<file path="src/rtl/regfile_wb_arbiter.sv">
// Write-back arbiter + busy scoreboard for the single register_file write port; winner registered to wr_* one cycle after transfer.
// No back-pressure beyond arbitration (one write per cycle); REGFILE_WB_FIXED_PRIO_EN selects fixed priority instead of round-robin.
module regfile_wb_arbiter #(
  parameter int NREQ = 2
) (
  input  logic                 clk,
  input  logic                 rst,
  input  logic [NREQ-1:0]      req_valid,
  output logic [NREQ-1:0]      req_ready,
  input  logic [5*NREQ-1:0]    req_addr,
  input  logic [32*NREQ-1:0]   req_data,
  input  logic                 rsv_ena,
  input  logic [4:0]           rsv_addr,
  output logic [31:0]          busy,
  output logic                 wr_ena,
  output logic [4:0]           wr_addr,
  output logic [31:0]          wr_data
);

  logic        gnt_any;
  logic [1:0]  gnt_idx;
  logic [4:0]  sel_addr;
  logic [31:0] sel_data;
  logic [31:0] busy_nxt;

`ifdef REGFILE_WB_FIXED_PRIO_EN

  // Descending scan so the lowest valid index is the last (winning) assignment.
  always_comb begin
    gnt_any = 1'b0;
    gnt_idx = 2'd0;
    for (int k = NREQ - 1; k >= 0; k--) begin
      if (rst && req_valid[k]) begin
        gnt_any = 1'b1;
        gnt_idx = 2'(k);
      end
    end
  end

`else

  logic [1:0] prio;
  logic [2:0] cand;

  always_comb begin
    gnt_any = 1'b0;
    gnt_idx = 2'd0;
    cand    = 3'd0;
    for (int k = 0; k < NREQ; k++) begin
      cand = 3'(prio) + 3'(k);
      if (cand >= 3'(NREQ)) begin
        cand = cand - 3'(NREQ);
      end
      for (int j = 0; j < NREQ; j++) begin
        if (rst && !gnt_any && (cand == 3'(j)) && req_valid[j]) begin
          gnt_any = 1'b1;
          gnt_idx = 2'(j);
        end
      end
    end
  end

  always_ff @(posedge clk) begin
    if (!rst) begin
      prio <= 2'd0;
    end else if (gnt_any) begin
      prio <= (gnt_idx == 2'(NREQ - 1)) ? 2'd0 : gnt_idx + 2'd1;
    end
  end

`endif

  always_comb begin
    req_ready = '0;
    sel_addr  = 5'd0;
    sel_data  = 32'd0;
    for (int i = 0; i < NREQ; i++) begin
      if (gnt_any && (gnt_idx == 2'(i))) begin
        req_ready[i] = 1'b1;
        sel_addr     = req_addr[i*5 +: 5];
        sel_data     = req_data[i*32 +: 32];
      end
    end
  end

  // x0 writes complete the handshake but never reach the register file.
  always_ff @(posedge clk) begin
    if (!rst) begin
      wr_ena  <= 1'b0;
      wr_addr <= 5'd0;
      wr_data <= 32'd0;
    end else begin
      wr_ena <= gnt_any && (sel_addr != 5'd0);
      if (gnt_any) begin
        wr_addr <= sel_addr;
        wr_data <= sel_data;
      end
    end
  end

  // Reserve is applied after the clear so a same-cycle collision stays busy.
  always_comb begin
    busy_nxt = busy;
    if (wr_ena) begin
      busy_nxt[wr_addr] = 1'b0;
    end
    if (rsv_ena) begin
      busy_nxt[rsv_addr] = 1'b1;
    end
    busy_nxt[0] = 1'b0;
  end

  always_ff @(posedge clk) begin
    if (!rst) begin
      busy <= 32'd0;
    end else begin
      busy <= busy_nxt;
    end
  end

endmodule
</file>
<file path="config.mk">
export PLATFORM = sky130hd
export DESIGN_NAME = regfile_wb_arbiter
export DESIGN_NICKNAME = d
export VERILOG_FILES = /design/src/rtl/regfile_wb_arbiter.sv
export SDC_FILE = /design/constraint.sdc
export NUM_CORES = 1
export LEC_CHECK = 0
export CAP_MARGIN = 10
export CORE_MARGIN = 2
export CORE_UTILIZATION = 39
export DETAILED_ROUTE_END_ITERATION = 10
export HOLD_SLACK_MARGIN = 0.06
export PLACE_DENSITY = 0.79
export SETUP_SLACK_MARGIN = 0.1
export SKIP_LAST_GASP = 1
export SLEW_MARGIN = 20
export SYNTH_ARGS = -nofsm -noshare
export SYNTH_HDL_FRONTEND = slang
export SYNTH_SLANG_ARGS = --single-unit
</file>
<file path="constraint.sdc">
create_clock -name clk -period 2 [get_ports clk]
set_clock_uncertainty 0.2 [all_clocks]
set_input_delay 0.4 -clock clk [delete_from_list [all_inputs] [get_ports clk]]
set_output_delay 0.4 -clock clk [all_outputs]
set_load 0.03 [all_outputs]
</file>
==> results by group <==
STA
  – Tightest Pin Transition: 581 ps
  – RSZ-0062 raised after global routing: false
  – F_max: 546 MHz
  – Max-slew headroom: around three fifths
  – Slew Viols, Final: 0
  – Worst hold slack: ~280 ps
  – Final Hold Vio Count: 0
  – Fin crit period: 1830 ps
  – Fin crit share: roughly nine tenths
  – Count of final setup violators: 0

Clocking
  – Hold_buf cts: 0
  – Clock buffer depth: 2
  – CTS Sinks: 70
  – Clock Tree Root: clkbuf_8
  – Total number of H-tree levels: 3
  – Worst-path clk slew: 80 ps
  – Clock Latency Late Sink: 340 ps
  – Number of buffers created by CTS: 9
  – TritonCTS clock tree: built

Min path
  – Worst Hold Class: flop to flop
  – Hold path start: busy[13]

Yosys
  – Synthesized area: ~2900 um^2
  – Mapped Cells: approximately 350
  – Top cells by area, synth: dfxtp_1, nand2_1, a21oi_1
  – Ys async rst share: 0%
  – Syn Nets: 435
  – Yosys top cell by area: dfxtp_1
  – Yosys cell types: 33
  – Syn avg cell area: 8.12 um^2
  – Post-synthesis sequential area ratio: 49.2%
  – Post-synthesis register bit count: 70
  – Synth top cells by count: nand2_1, dfxtp_1, a21oi_1, o21ai_0, a22oi_1
  – Most frequent cell after synthesis: nand2_1
  – Ys flop type: dfxtp_1
  – Number of synthesized flops with an enable pin: 0
  – Yosys warnings: 0
  – Yosys top cell area share: 49.2%

Critical path
  – Critical path class: input port to output pin
  – Worst Path Max Fanout: 4
  – Element type at the critical path end: output pin
  – Reg2Reg Launch Point: prio[0]
  – Startpoint Class: input port
  – Critical path required time: 1400 ps
  – WP data arrival: 1230 ps
  – Worst Setup SP: req_valid[0]

Cells and area
  – Layout cells sized above 1: 11.5%
  – Final core occ: 66.3%
  – Final #Nets: 603
  – Design area: roughly 4800 um^2
  – Ant diodes: 0
  – Area delta synth->final: 67.0%

Route
  – Routed wire length: 9130 um
  – Drt drc: 0
  – Via Count: 3224
  – Post-DR wirelength/cell: about 15 um
  – 1st-pass router iterations: 5
  – Post-route ant nets: 0
  – Vias per cell: 5.17
  – Iteration-0 DRC Markers: 126

Floorplan
  – Die height: 89.5 um
  – Initial Util: between 30% and 40%
  – CORE AREA: 7180 um^2
  – Site Rows: 31
  – Die width: between 80 and 90 um
  – I/O Pins: 156
  – Die area: about 8000 um^2

Placement
  – GPL Wtd Cong: about 0.9
  – Port Buffer Count: 154
  – Area after DPL: 4590 um^2
  – Post-DP HPWL: 6670 um

GRT
  – Largest net degree at the start of global routing: 37
  – GRT Util Overall: 22.8%
  – GR Overflow Total: 0
  – Vias in the first global route: roughly 3100
  – Initial antenna violation count: 0
  – First-pass GRT wire length: between 10000 and 15000 um

Power and ir drop
  – PwrDens: 705 nW/um^2
  – VDD IR-drop max: 0.409 mV
  – Leak pwr: 2.07 nW

Flow run
  – Number of max-cap violations: 0

Run status
  – Outcome: finished, final reports clean
cells by family after synthesis:
family	Yosys count	synth area share (%)
buffers and inverters	28	4.39
AOI/OAI and AO/OA	140	28.4
DFF	70	49.2
and+or+nand+nor	112	17.9
other	1	0.132
layout by cell type, fill, tap and decap left out, types with 2 or more instances in the layout:
cell type / synthesis / layout
and3b_1: 2 / 2
clkinv_2: 0 / 2
o21ai_0: 38 / 38
and3_1: 2 / 2
clkinv_4: 0 / 2
buf_4: 1 / 28
nor3b_1: 4 / 4
clkdlybuf4s50_1: 0 / 80
dlygate4sd2_1: 0 / 71
or3b_1: 2 / 2
nand3_1: 4 / 4
nor2_1: 9 / 8
clkbuf_8: 0 / 9
dfxtp_1: 70 / 69
buf_6: 1 / 3
a32oi_1: 5 / 5
a22oi_1: 24 / 24
inv_2: 2 / 2
a31oi_1: 8 / 8
a31o_2: 3 / 3
a21oi_1: 56 / 56
nand3b_1: 5 / 5
o21ai_1: 4 / 4
nand2_1: 76 / 76
state kept, by name (all words and copies together) (netlist names):
name,flops
wr_data,32
wr_addr,5
wr_ena,1
busy,31
prio,1
layout make-up:
class / count / area [um^2]
clock inverters: 7 / 73.8
inverters: 2 / 7.51
well taps: 99 / 124
flip-flops and latches: 70 / 1400
fillers: 599 / 2410
multi-input cells: 253 / 1350
clock buffers: 9 / 124
repair buffers: 183 / 1680
routing by layer:
layer | GRT usage [%] | wire length, um | up-vias
met1 | 26.0 | 3600 | 1467
met4 | 11.1 | 215 | 0
li1 | - | - | 1582
met5 | 0 | 0 | -
met2 | 39.3 | 4450 | 155
met3 | 6.46 | 859 | 20
where the power goes:
part | internal, W | total [W] | leakage, nW | switching, W
sequential | 0.00146 | 0.00150 | 0.574 | 0.0000387
combinational | 0.000329 | 0.000716 | 1.39 | 0.000387
clock | 0.000580 | 0.00114 | 0.0996 | 0.000561
worst paths after layout:
path	to	slack (ps)	depth (start not counted)
setup / recovery	req_ready[0]	170	5
hold / removal	busy[13]	280	2
hold reg to reg	busy[13]	280	2
setup reg to reg	wr_ena	220	5
what timing repair did:
| action | in CTS | in global routing |
|---|---|---|
| setup endpoints to repair | 72 | 4 |
| resized for setup | 75 | 3 |
| buffers inserted | 3 | 1 |
| pin swaps | 0 | 1 |
| gates cloned | 0 | 0 |
metrics by stage:
| step | power [W] | setup TNS, ps | worst slack [ps] | std cells |
|---|---|---|---|---|
| 4_1_cts | 0.00338 | -8.25 | -8.25 | 622 |
| 2_1_floorplan | 0.00189 | 0 | 115 | 351 |
| 3_3_place_gp | 0.00228 | -5840 | -267 | 603 |
| 6_report | 0.00336 | 0 | 169 | 623 |
| 3_5_place_dp | 0.00229 | -6930 | -311 | 603 |
| 5_1_grt | 0.00349 | 0 | 126 | 623 |
worst max-delay path, stage by stage:
cell and delay (ps):
dlygate4sd2_1 290, buf_4 160, nor2_4 50, nor3_4 180, buf_6 150
(Power assumes the default switching activity.)
